--- src/rtl/cnn_mem_reader.sv ---
// cnn_mem_reader: burst read streamer for CNNmemory.
// A burst (base word address, length) is fetched as WORDS_PER_READ-word lines.
// Each line is serialised onto a valid/ready word stream.
// Lines are fetched only when the previous line has drained, which leaves a
// fixed two-cycle bubble (FETCH, CAPTURE) between lines.
module cnn_mem_reader #(
   parameter int DATA_W         = 16,
   parameter int WORDS_PER_READ = 25,
   parameter int ADDR_W         = 16,
   parameter int LEN_W          = 16
) (
   input  logic                             clk,
   input  logic                             rst,
   input  logic                             req_valid,
   output logic                             req_ready,
   input  logic [ADDR_W-1:0]                req_base,
   input  logic [LEN_W-1:0]                 req_len,
   output logic                             mem_read_en,
   output logic [ADDR_W-1:0]                mem_address,
   input  logic [DATA_W*WORDS_PER_READ-1:0] mem_data,
   output logic                             out_valid,
   input  logic                             out_ready,
   output logic [DATA_W-1:0]                out_data,
   output logic                             out_last,
   output logic                             busy,
   output logic                             done
);

   // idx and line_cnt must be able to hold WORDS_PER_READ itself
   localparam int CNT_W = $clog2(WORDS_PER_READ + 1);

   localparam logic [1:0] S_IDLE    = 2'd0;
   localparam logic [1:0] S_FETCH   = 2'd1;
   localparam logic [1:0] S_CAPTURE = 2'd2;
   localparam logic [1:0] S_STREAM  = 2'd3;

   logic [1:0]                                state_q, state_d;
   logic [ADDR_W-1:0]                         cur_addr_q, cur_addr_d;
   logic [LEN_W-1:0]                          remaining_q, remaining_d;
   logic [WORDS_PER_READ-1:0][DATA_W-1:0]     line_q, line_d;
   logic [CNT_W-1:0]                          line_cnt_q, line_cnt_d;
   logic [CNT_W-1:0]                          idx_q, idx_d;
   logic                                      done_q, done_d;

   // Outputs decode straight from state so reset clears them asynchronously
   assign req_ready   = (state_q == S_IDLE);
   assign busy        = (state_q != S_IDLE);
   assign mem_read_en = (state_q == S_FETCH);
   assign mem_address = (state_q == S_FETCH) ? cur_addr_q : '0;
   assign out_valid   = (state_q == S_STREAM);
   assign out_data    = (state_q == S_STREAM) ? line_q[idx_q] : '0;
   assign out_last    = (state_q == S_STREAM) && (remaining_q == LEN_W'(1));
   assign done        = done_q;

   // Next-state and datapath update for the burst sequencer
   always_comb begin
      state_d     = state_q;
      cur_addr_d  = cur_addr_q;
      remaining_d = remaining_q;
      line_d      = line_q;
      line_cnt_d  = line_cnt_q;
      idx_d       = idx_q;
      done_d      = 1'b0;
      case (state_q)
         S_IDLE: begin
            if (req_valid) begin
               cur_addr_d  = req_base;
               remaining_d = req_len;
               // Zero-length burst completes without touching memory
               if (req_len == '0) done_d  = 1'b1;
               else               state_d = S_FETCH;
            end
         end
         S_FETCH: begin
            state_d = S_CAPTURE;
         end
         S_CAPTURE: begin
            // mem_data is valid now, one cycle after the read strobe
            line_d = mem_data;
            if (remaining_q < LEN_W'(WORDS_PER_READ))
               line_cnt_d = CNT_W'(remaining_q);
            else
               line_cnt_d = CNT_W'(WORDS_PER_READ);
            idx_d   = '0;
            state_d = S_STREAM;
         end
         default: begin // S_STREAM, remaining_q >= 1 here
            if (out_ready) begin
               idx_d       = idx_q + CNT_W'(1);
               remaining_d = remaining_q - LEN_W'(1);
               if (idx_q == line_cnt_q - CNT_W'(1)) begin
                  if (remaining_q == LEN_W'(1)) begin
                     state_d = S_IDLE;
                     done_d  = 1'b1;
                  end else begin
                     // Wraps modulo 2^ADDR_W by construction
                     cur_addr_d = cur_addr_q + ADDR_W'(WORDS_PER_READ);
                     state_d    = S_FETCH;
                  end
               end
            end
         end
      endcase
   end

   // State registers; reset aborts any burst and drops the line buffer
   always_ff @(posedge clk or posedge rst) begin
      if (rst) begin
         state_q     <= S_IDLE;
         cur_addr_q  <= '0;
         remaining_q <= '0;
         line_q      <= '0;
         line_cnt_q  <= '0;
         idx_q       <= '0;
         done_q      <= 1'b0;
      end else begin
         state_q     <= state_d;
         cur_addr_q  <= cur_addr_d;
         remaining_q <= remaining_d;
         line_q      <= line_d;
         line_cnt_q  <= line_cnt_d;
         idx_q       <= idx_d;
         done_q      <= done_d;
      end
   end

endmodule

--- config.mk ---
export PLATFORM = sky130hd
export DESIGN_NAME = cnn_mem_reader
export DESIGN_NICKNAME = d
export VERILOG_FILES = /design/src/rtl/cnn_mem_reader.sv
export SDC_FILE = /design/constraint.sdc
export NUM_CORES = 1
export LEC_CHECK = 0
export BUFFER_PORTS_ARGS = -buffer_cell sky130_fd_sc_hd__buf_4
export CAP_MARGIN = 20
export CORE_AREA = 2 2 220 222
export DETAILED_ROUTE_END_ITERATION = 6
export DIE_AREA = 0 0 222 224
export MAX_ROUTING_LAYER = met4
export PLACE_DENSITY = 0.72
export SYNTH_ARGS = -nofsm -noshare
export SYNTH_HDL_FRONTEND = slang
export SYNTH_SLANG_ARGS = --single-unit
--- constraint.sdc ---
create_clock -name clk -period 17.2 [get_ports clk]
set_input_delay 0.86 -clock clk [delete_from_list [all_inputs] [get_ports clk]]
set_output_delay 0.86 -clock clk [all_outputs]
set_load 0.005 [all_outputs]
==> impl_metrics.tcl, run 1 <==
set metrics [dict create \
    syn_area_per_cell_um2 14.3 \
    critical_path.max_stage_delay_ns 0.71 \
    synth.distinct_cells 53 \
    ctsResizeCount 0 \
    synth_top_area_cell "dfrtp_1" \
    final_layout_size_suffix_gt1_share_pct 56.0 \
    dr.first_iter.drc_count 1078 \
    yosys_reg_bits 445 \
    gr-total-overflow 0 \
    worst_skew_pair.late_latency_ns 0.59 \
    critPathBufInv 2 \
    slowest_stage "buf_4" \
    dr_total_vias 14500 \
    dr.pass1.iters 5 \
    worst_setup_sp_type "flop" \
    timing.clock.skew_ns 0.0163 \
    worst_path_most_repeated_cell "buf_4" \
    ys_warn_count 0 \
    ir_worst_vdd_uv 139 \
    max_cap_viol_count 0 \
    layout_commonest_cell "buf_4" \
    critPathRequiredTime_ns 16.34 \
    cts.clk_slew.worst_paths_ns 0.06 \
    number_of_buffers_inserted_during_clock_tree_synthesis 49 \
    initial_utilization_pct 44.5 \
    cp_max_fo 52 \
    sw_frac_of_total_pct 34.4 \
    post_synth_inst_count 1474 \
    detail_route.vias_per_cell 5.64 \
    cell_chain_of_the_critical_path "buf_4, mux4_2, nor2b_1, a211oi_1, a21oi_1, o211a_1, buf_4" \
    fp.coreArea_um2 47300 \
    antenna_found_initial 7 \
    power_report.internal_total_mw 3.50 \
    detailed_place.area_um2 25100 \
    synth_enable_flop_cells 0 \
    syn_nets 1919 \
    port_buffers 473 \
    power_frac_clock_pct 19.6 \
    relSlewSlack_pct 10.2 \
    post-place-ws_ns 13.10 \
    netlist_top_cells_area "dfrtp_1 53%, mux2_2 22%, mux4_2 10%" \
    layout.cells.most_common_list "487 x buf_4, 441 x dfrtp_1, 404 x mux2_2, 96 x mux4_2, 52 x nand2_1" \
    pwr_density_cell_nw_per_um2 199 \
    cts_max_path_buffers 3 \
    die_area_um2 49700 \
    final_cell_area_um2 26800 \
    h-tree-depth 2 \
    power.total_mw 5.34 \
    postCtsHoldBufs 0 \
    numClockSinks 445 \
    final-setup-viol-count 0 \
    drt.antenna.violating_nets 0 \
    hold_violations 0 \
    synth_seq_area_share_pct 52.9 \
    maxSlewViolCount 0 \
    io-pin-count 474 \
    detailed_place_hpwl_mm 45.7 \
    final.min_clock_period_ns 4.53 \
    die_width_um 222 \
    dieHeight_um 224 \
    synth_area_um2 21100 \
    cp.arrival_ns 3.67 \
    cts_tree "done" \
    cts_root_buffer "clkbuf_16" \
    drt-wirelength-per-cell_um 24.3 \
    cpLargestDelayFamily "buffers and inverters" \
    grt_max_degree 212 \
    drc 0 \
    drt-total-wl_mm 62.6 \
    synth_top_area_share_pct 52.9 \
    grt_pass1_vias 15300 \
    leakage_nw 11.7 \
    status "completed" \
    grt_pass1_wl_mm 93.7 \
    place.gp.congestion 0.895 \
    switchingPower_mw 1.84 \
    nets 2352 \
    synthFlopType "dfrtp_1" \
    finalSetupTns_ns 0 \
    worst_pin_slew_ns 1.35 \
    hp-class "in -> async" \
    postcts_setup_bufs 0 \
    p_seq_share_pct 36.4 \
    rsz0062_at_grt "no" \
    p_comb_share_pct 44.0 \
    maximum_clock_frequency_ghz 0.221 \
    total_routing_usage_reported_by_global_routing_pct 26.0 \
    fin_crit_sh_pct 26.4 \
    area_growth_syn_to_layout_pct 27.3 \
    worst_slack_ns 12.67 \
    crit_type "reg -> out" \
    synthArstFlopShare_pct 100 \
    critPathCaptureType "output pin" \
    placementRows 80 \
]
stage by stage:
| stage | std cells | hold WS (ns) | utilization, % |
|---|---|---|---|
| after floorplan | 1474 | 0.475 | - |
| after detailed placement | 2469 | 0.491 | 53.1 |
| after global routing | 2570 | 0.475 | 56.6 |
| after CTS | 2561 | 0.465 | 56.5 |
| final | 2570 | 0.426 | 56.6 |
| after global placement | 2469 | 0.484 | 53.1 |
state kept, by name, indices dropped and copies added, names as in the netlist:
register	flops
cur_addr_q	16
done	1
idx_q	5
line_cnt_q	5
line_q	400
remaining_q	16
state_q	2
final timing paths:
check | startpoint | endpoint | slack, ns | cells past startpoint
worst max register to register | state_q[0] | line_q[374] | 13.78 | 6
min in group clk | line_q[315] | line_q[315] | 0.50 | 1
worst max-delay path | idx_q[2] | out_data[11] | 12.67 | 7
worst min register to register | line_q[315] | line_q[315] | 0.50 | 1
worst min-delay path | rst | line_q[221] | 0.43 | 2
max in group asynchronous | rst | line_q[150] | 14.77 | 5
cells by family after synthesis:
| kind of cell | synth area share (%) |
|---|---|
| multiplexers | 33.7 |
| buffers and inverters | 2.37 |
| AND/OR/NAND/NOR | 5.02 |
| XOR/XNOR | 0.333 |
| adder cells (fa/ha/maj) | 0.535 |
| flip-flops | 52.9 |
| AO/OA/AOI/OAI | 5.15 |
cell type report:
| cell class | count | area [um^2] |
|---|---|---|
| Inverter | 11 | 48.8 |
| Clock buffer | 73 | 1460 |
| Antenna cell | 7 | 17.5 |
| Multi-Input combinational cell | 909 | 9460 |
| Timing Repair Buffer | 491 | 3750 |
| Fill cell | 3824 | 20500 |
| Sequential cell | 445 | 11100 |
| Clock inverter | 19 | 155 |
| Tap cell | 615 | 769 |
Yosys cell counts, drive strengths merged (7+ instances only):
cell / n
dfrtp: 445
o22ai: 15
nand4: 9
mux2: 404
nor2b: 19
nand2: 53
mux2i: 39
a211oi: 18
inv: 11
a21oi: 50
and2: 18
nor4: 10
nand3: 16
clkbuf: 82
and3: 12
o211a: 16
o211ai: 21
mux4: 96
ha: 9
nor2: 22
o21ai: 14
nor3: 13
buf: 27
xnor2: 7
layer usage:
| layer | vias up | GRT usage (%) | share of wire [%] |
|---|---|---|---|
| met1 | 7379 | 32.2 | 40 |
| met5 | - | - | 0 |
| met3 | 119 | 6.36 | 7.1 |
| met2 | 562 | 40.2 | 48 |
| li1 | 6423 | - | - |
| met4 | 0 | 12.9 | 4.4 |
power by group through the flow:
stage | clock [mW] | combinational [mW] | sequential (mW)
2_1_floorplan | 0 | 1.78 | 1.78
3_3_place_gp | 0 | 2.29 | 1.93
3_5_place_dp | 0 | 2.35 | 1.95
4_1_cts | 1.07 | 2.36 | 1.94
5_1_grt | 1.11 | 2.53 | 2.01
6_report | 1.05 | 2.35 | 1.94
(Power assumes the default switching activity.)
==> run 2, diff against run 1 <==
ABC_AREA = 1   (was not set)
CORE_AREA = 2 2 226 228   (was 2 2 220 222)
DIE_AREA = 0 0 228 230   (was 0 0 222 224)
PLACE_DENSITY = 0.74   (was 0.72)
clock period = 3.8 ns   (was 17.2 ns; I/O delays follow)
==> run 2 against run 1 <==
Against the previous run: die area up 5.5%; flip-flop and latch count unchanged; core utilization grew 7.6 points; synthesized cell count rose by 100%; wire length is 48% higher; global-route usage increased by 9.9 points; via count grew 68%; final area up 19%; critical path depth rose by 1; combinational power rose to 4.9 times the previous value; clock power increased to 4.4 times the previous value; setup slack got worse by 12 ns.
==> impl_metrics.tcl, run 2 <==
set metrics [dict create \
    worst_pin_slew_ns 0.962 \
    synth_top_area_cell "dfrtp_1" \
    ir_worst_vdd_uv 503 \
    synth_seq_area_share_pct 50.1 \
    numClockSinks 445 \
    regToRegStartpoint "state_q[0]" \
    fin_crit_sh_pct 88.4 \
    maximum_clock_frequency_ghz 0.298 \
    synth_area_um2 22200 \
    worst_hold_path.endpoint "remaining_q[12]" \
    drc 0 \
    detailed_place_hpwl_mm 56.1 \
    dieHeight_um 230 \
    synth.distinct_cells 37 \
    maxSlewViolCount 0 \
    worst_setup_sp_type "flop" \
    port_buffers 473 \
    status "completed" \
    synthFlopType "dfrtp_1" \
    largestRegisters "line_q x400, cur_addr_q x16, remaining_q x16" \
    crit_type "reg -> out" \
    netlist_top_cells_area "dfrtp_1 50%, nand2_1 20%, o21ai_0 7.9%" \
    timing.clock.skew_ns 0.0100 \
    seqCellArea_um2 11100 \
    synth_enable_flop_cells 0 \
    io-pin-count 474 \
    final-setup-viol-count 0 \
    worst_slack_ns 0.441 \
    gr-total-overflow 0 \
    dr.pass1.iters 6 \
    grt_max_degree 227 \
    syn_nets 3453 \
    yosys_reg_bits 445 \
    initial_utilization_pct 44.6 \
    drt-wirelength-per-cell_um 20.6 \
    placementRows 82 \
    r2r_end "done" \
    final.min_clock_period_ns 3.36 \
    cts_root_buffer "clkbuf_16" \
    power.total_mw 24.5 \
    largest_register_ff_count 400 \
    dr.first_iter.drc_count 2558 \
    postcts_setup_bufs 0 \
    nets 4245 \
    synth_most_common_cell "nand2_1" \
    die_width_um 228 \
    pwr_density_cell_nw_per_um2 765 \
    place.gp.congestion 0.884 \
    finalSetupTns_ns 0 \
    cts.clk_slew.worst_paths_ns 0.06 \
    dr_total_vias 24400 \
    relSlewSlack_pct 35.9 \
    grt_pass1_vias 24300 \
    detail_route.vias_per_cell 5.40 \
    fp.coreArea_um2 49900 \
    critPathRequiredTime_ns 3.61 \
    area_growth_syn_to_layout_pct 44.0 \
    leakage_nw 16.0 \
    cts_tree "done" \
    final_core_utilization_pct 64.2 \
    syn_area_per_cell_um2 7.39 \
    layout.cells.most_common_list "1188 x nand2_1, 488 x buf_4, 442 x dfrtp_1, 435 x dlygate4sd3_1, 352 x o21ai_0" \
    ys_warn_count 0 \
    die_area_um2 52400 \
    post-place-ws_ns 1.07 \
    largest_register "line_q" \
    drt.antenna.violating_nets 0 \
    critPathCaptureType "output pin" \
    cp.arrival_ns 3.17 \
    hp-class "in -> reg" \
    min_path_cells 6 \
    number_of_buffers_inserted_during_clock_tree_synthesis 48 \
    hold_violations 0 \
    fillerInstances 3981 \
    post_synth_inst_count 3008 \
    grt_pass1_wl_mm 141 \
    post_synth_most_frequent_cells "1188 x nand2_1, 445 x dfrtp_1, 352 x o21ai_0, 247 x inv_1, 153 x nand3_1" \
    worst_skew_pair.late_latency_ns 0.59 \
    timing.hold.worst.start "req_len[12]" \
    cp_max_fo 135 \
    total_routing_usage_reported_by_global_routing_pct 35.9 \
    final_layout_size_suffix_gt1_share_pct 15.6 \
    cts_max_path_buffers 3 \
    layout_commonest_cell "nand2_1" \
    synthArstFlopShare_pct 100 \
    rsz0062_at_grt "no" \
    synth_top_area_share_pct 50.1 \
    h-tree-depth 2 \
    max_cap_viol_count 0 \
    antenna_found_initial 4 \
    register_to_register_path_depth 9 \
    drt-total-wl_mm 92.7 \
    timing.reg2reg.setup_slack_ns 0.78 \
    multi_input_comb_area_um2 9230 \
]
[run 2: cell count changes in the layout (fill, tap and decap cells not counted), sizes merged, moves of 19 or more]
| cell | before | now |
|---|---|---|
| a21oi | 50 | 141 |
| dlygate4sd3 | 0 | 435 |
| inv | 12 | 248 |
| mux2 | 404 | 0 |
| mux2i | 39 | 0 |
| mux4 | 96 | 0 |
| nand2 | 53 | 1190 |
| nand3 | 16 | 155 |
| nor2 | 22 | 151 |
| nor2b | 19 | 0 |
| o211ai | 21 | 46 |
| o21ai | 14 | 375 |
[run 2: layout make-up]
cell class                      instances  area share [%]
Clock inverter                         10           0.254
Timing Repair Buffer                  937            25.9
Sequential cell                       445            34.8
Multi-Input combinational cell       2117            28.8
Inverter                              251            2.99
Tap cell                              672            2.63
Antenna cell                            4          0.0313
Clock buffer                           73            4.49
[run 2: worst max path at each step]
| stage | endpoint | startpoint |
|---|---|---|
| global placement | out_data[5] | idx_q[0] |
| floorplan | cur_addr_q[0] | rst |
| global route | out_data[4] | idx_q[0] |
| CTS | out_data[5] | idx_q[0] |
| finish | out_data[11] | idx_q[0] |
| detailed placement | remaining_q[7] | state_q[0] |
[run 2: metrics by stage]
stage	area (um^2)	hold WS (ns)	cells
detailed placement	26100	0.386	3987
CTS	32000	0.0396	4505
global route	32000	0.0760	4509
finish	32000	0.0520	4509
floorplan	22200	0.302	3008
global placement	26100	0.389	3987
[run 2: metal layers]
layer,share of wire [%],up-vias,track usage [%]
met3,8.2,351,6.97
met4,5.8,0,18.4
met2,47,1336,56.3
li1,-,11100,-
met1,39,11600,44.3
met5,0,-,-
[run 2: kinds of logic (layout without fill, tap and decap cells)]
logic type | count (synthesis) | count (layout) | synth area share [%]
AOI/OAI and AO/OA | 575 | 575 | 13.6
xor gates and xnor gates | 3 | 3 | 0.118
adders and majority gates | 9 | 9 | 0.507
buffers and inverters | 446 | 1271 | 8.43
DFF | 445 | 445 | 50.1
other | 0 | 4 | 0
and+or+nand+nor | 1530 | 1530 | 27.3
[run 2: power breakdown]
part           internal, mW  switching (mW)  leakage [nW]
logic                  3.66            7.73          9.80
registers              7.06            1.38          5.48
clock network          2.66            1.98         0.750
total                  13.4            11.1          16.0
[run 2: worst max-delay path, stage by stage (launching register included)]
cell,delay [ns]
dfrtp_4,0.70
buf_12,0.40
o21ai_0,0.19
o21ai_1,0.28
nand2_1,0.16
nand3_1,0.17
nor2_1,0.08
nor2_1,0.25
buf_4,0.17
[run 2: timing repair]
item,in CTS,in global routing
endpoints found under the hold margin,454,0
resized for setup,0,0
hold buffers,435,0
==> run 3, diff against run 2 <==
CORE_AREA = 2 2 192 241   (was 2 2 226 228)
DIE_AREA = 0 0 194 243   (was 0 0 228 230)
PLACE_DENSITY = 0.85   (was 0.74)
==> run 3 against run 2 <==
Against the previous run: the flow now finishes with violations (DRC); fmax down 2.8%; critical path depth grew 1; sequential share of layout area is essentially flat; via count up 6.1%; clock skew grew 0.013 ns; total power grew 3.2%.
==> impl_metrics.tcl, run 3 (same netlist as run 2, synthesis figures left out) <==
set metrics [dict create \
    maximum_clock_frequency_ghz 0.289 \
    worst_path_most_repeated_cell "nand3_1" \
    cp.arrival_ns 3.27 \
    detail_route.vias_per_cell 5.81 \
    max_cap_viol_count 0 \
    total_routing_usage_reported_by_global_routing_pct 43.6 \
    layout_commonest_cell "nand2_1" \
    ctsResizeCount 0 \
    port_buffers 473 \
    critPathCaptureType "output pin" \
    placementRows 87 \
    numClockSinks 445 \
    layout.cells.most_common_list "1188 x nand2_1, 496 x buf_4, 442 x dfrtp_1, 434 x dlygate4sd3_1, 352 x o21ai_0" \
    largest_register "line_q" \
    power.total_mw 25.3 \
    cell_chain_of_the_critical_path "inv_2, a21oi_1, o21ai_0, nand3_1, nand3_1, nand3_1, nand2_1, nor2_1, buf_4" \
    hold_violations 0 \
    initial_utilization_pct 49.6 \
    worst_slack_ns 0.345 \
    dr.pass1.iters 7 \
    cts.clk_slew.worst_paths_ns 0.06 \
    largest_register_ff_count 400 \
    drt-wirelength-per-cell_um 22.7 \
    maxSlewViolCount 0 \
    io-pin-count 474 \
    worst_setup_sp_type "flop" \
    cp_max_fo 50 \
    drt.antenna.violating_nets 0 \
    cts_root_buffer "clkbuf_16" \
    die_area_um2 47100 \
    critPathRequiredTime_ns 3.61 \
    postCtsHoldBufs 434 \
    worst_pin_slew_ns 1.09 \
    min_path_cells 5 \
    detailed_place_hpwl_mm 55.6 \
    cts_tree "done" \
    final_cell_area_um2 32000 \
    leakage_nw 16.0 \
    grt_pass1_wl_mm 152 \
    h-tree-depth 2 \
    critical_path_cell_count 9 \
    cpLargestDelayFamily "simple AND/OR/NAND/NOR gates" \
    worst_skew_pair.late_latency_ns 0.58 \
    fin_crit_sh_pct 90.9 \
    hp-class "in -> reg" \
    final_layout_size_suffix_gt1_share_pct 15.9 \
    drt-total-wl_mm 101 \
    gr-total-overflow 0 \
    grt_pass1_vias 26200 \
    final-setup-viol-count 0 \
    dieHeight_um 243 \
    register_to_register_path_depth 9 \
    violated_checks "DRC" \
    die_width_um 194 \
    dr_total_vias 25800 \
    dr.first_iter.drc_count 3419 \
    final.min_clock_period_ns 3.46 \
    detailed_place.area_um2 26000 \
    grt_max_degree 217 \
    largestRegisters "line_q x400, cur_addr_q x16, remaining_q x16" \
    critPathBufInv 2 \
    area_growth_syn_to_layout_pct 43.8 \
    timing.clock.skew_ns 0.0235 \
    drc 27 \
    antenna_found_initial 33 \
    fp.coreArea_um2 44800 \
    cts_max_path_buffers 3 \
    relSlewSlack_pct 27.3 \
    slowest_stage "dfrtp_4" \
    crit_type "reg -> out" \
    finalSetupTns_ns 0 \
    number_of_buffers_inserted_during_clock_tree_synthesis 45 \
    nets 4245 \
    place.gp.congestion 0.916 \
    ir_worst_vdd_uv 605 \
    post-place-ws_ns 0.955 \
    pwr_density_cell_nw_per_um2 790 \
    postcts_setup_bufs 0 \
    status "finished with violations" \
    rsz0062_at_grt "no" \
    critical_path.max_stage_delay_ns 0.73 \
]
-- run 3: cell count changes in the layout (fill, tap and decap cells not counted), moves of 3 or more --
cell / change
buf_12: -4
buf_4: +8
bufinv_16: +3
clkbuf_1: -9
clkbuf_16: -4
clkinvlp_4: +3
diode_2: +33
-- run 3: stage by stage --
step           util, %  hold WS, ns  cells
2_1_floorplan        -        0.302   3008
3_3_place_gp      57.9        0.344   3897
3_5_place_dp      57.9        0.342   3897
4_1_cts           71.0       0.0126   4412
5_1_grt           71.2       0.0767   4444
6_report          71.2       0.0395   4449
-- run 3: power by group --
part	internal, mW	leakage (nW)	switching (mW)
Clock	2.71	0.757	2.04
Combinational	3.67	9.80	8.30
Sequential	7.06	5.48	1.47
Total	13.4	16.0	11.8
-- run 3: per-layer routing --
metal  track usage [%]  wire length, um  vias to the layer above
met4              31.8             9480                        0
met1              48.3            34200                    11900
met5                 -                0                        -
li1                  -                -                    11100
met2              67.8            46600                     2078
met3              11.8            10500                      678
-- run 3: path summary, 6_finish.rpt --
path | startpoint | endpoint | slack [ns]
worst max-delay path | idx_q[1] | out_data[6] | 0.34
worst min-delay path | req_len[11] | remaining_q[11] | 0.04
worst max register to register | state_q[0] | done | 0.96
worst min register to register | line_q[51] | line_q[51] | 0.47
max in group asynchronous | rst | idx_q[0] | 2.37
min in group asynchronous | rst | line_q[287] | 0.30
-- run 3: area by class of cell --
cell class / instances / area [um^2]
clock buffer: 61 / 1320
tap: 578 / 723
timing repair buffer: 940 / 8270
sequential: 445 / 11100
antenna: 37 / 92.6
multi-input combinational: 2117 / 9230
inverter: 251 / 957
fill: 3028 / 12900
clock inverter: 20 / 221
-- run 3: tightest hold or removal path: cells and delay by family --
family / cells / cell delay (ns)
simple gates: 2 / 0.14
compound gates: 1 / 0.09
buf+inv: 2 / 0.14
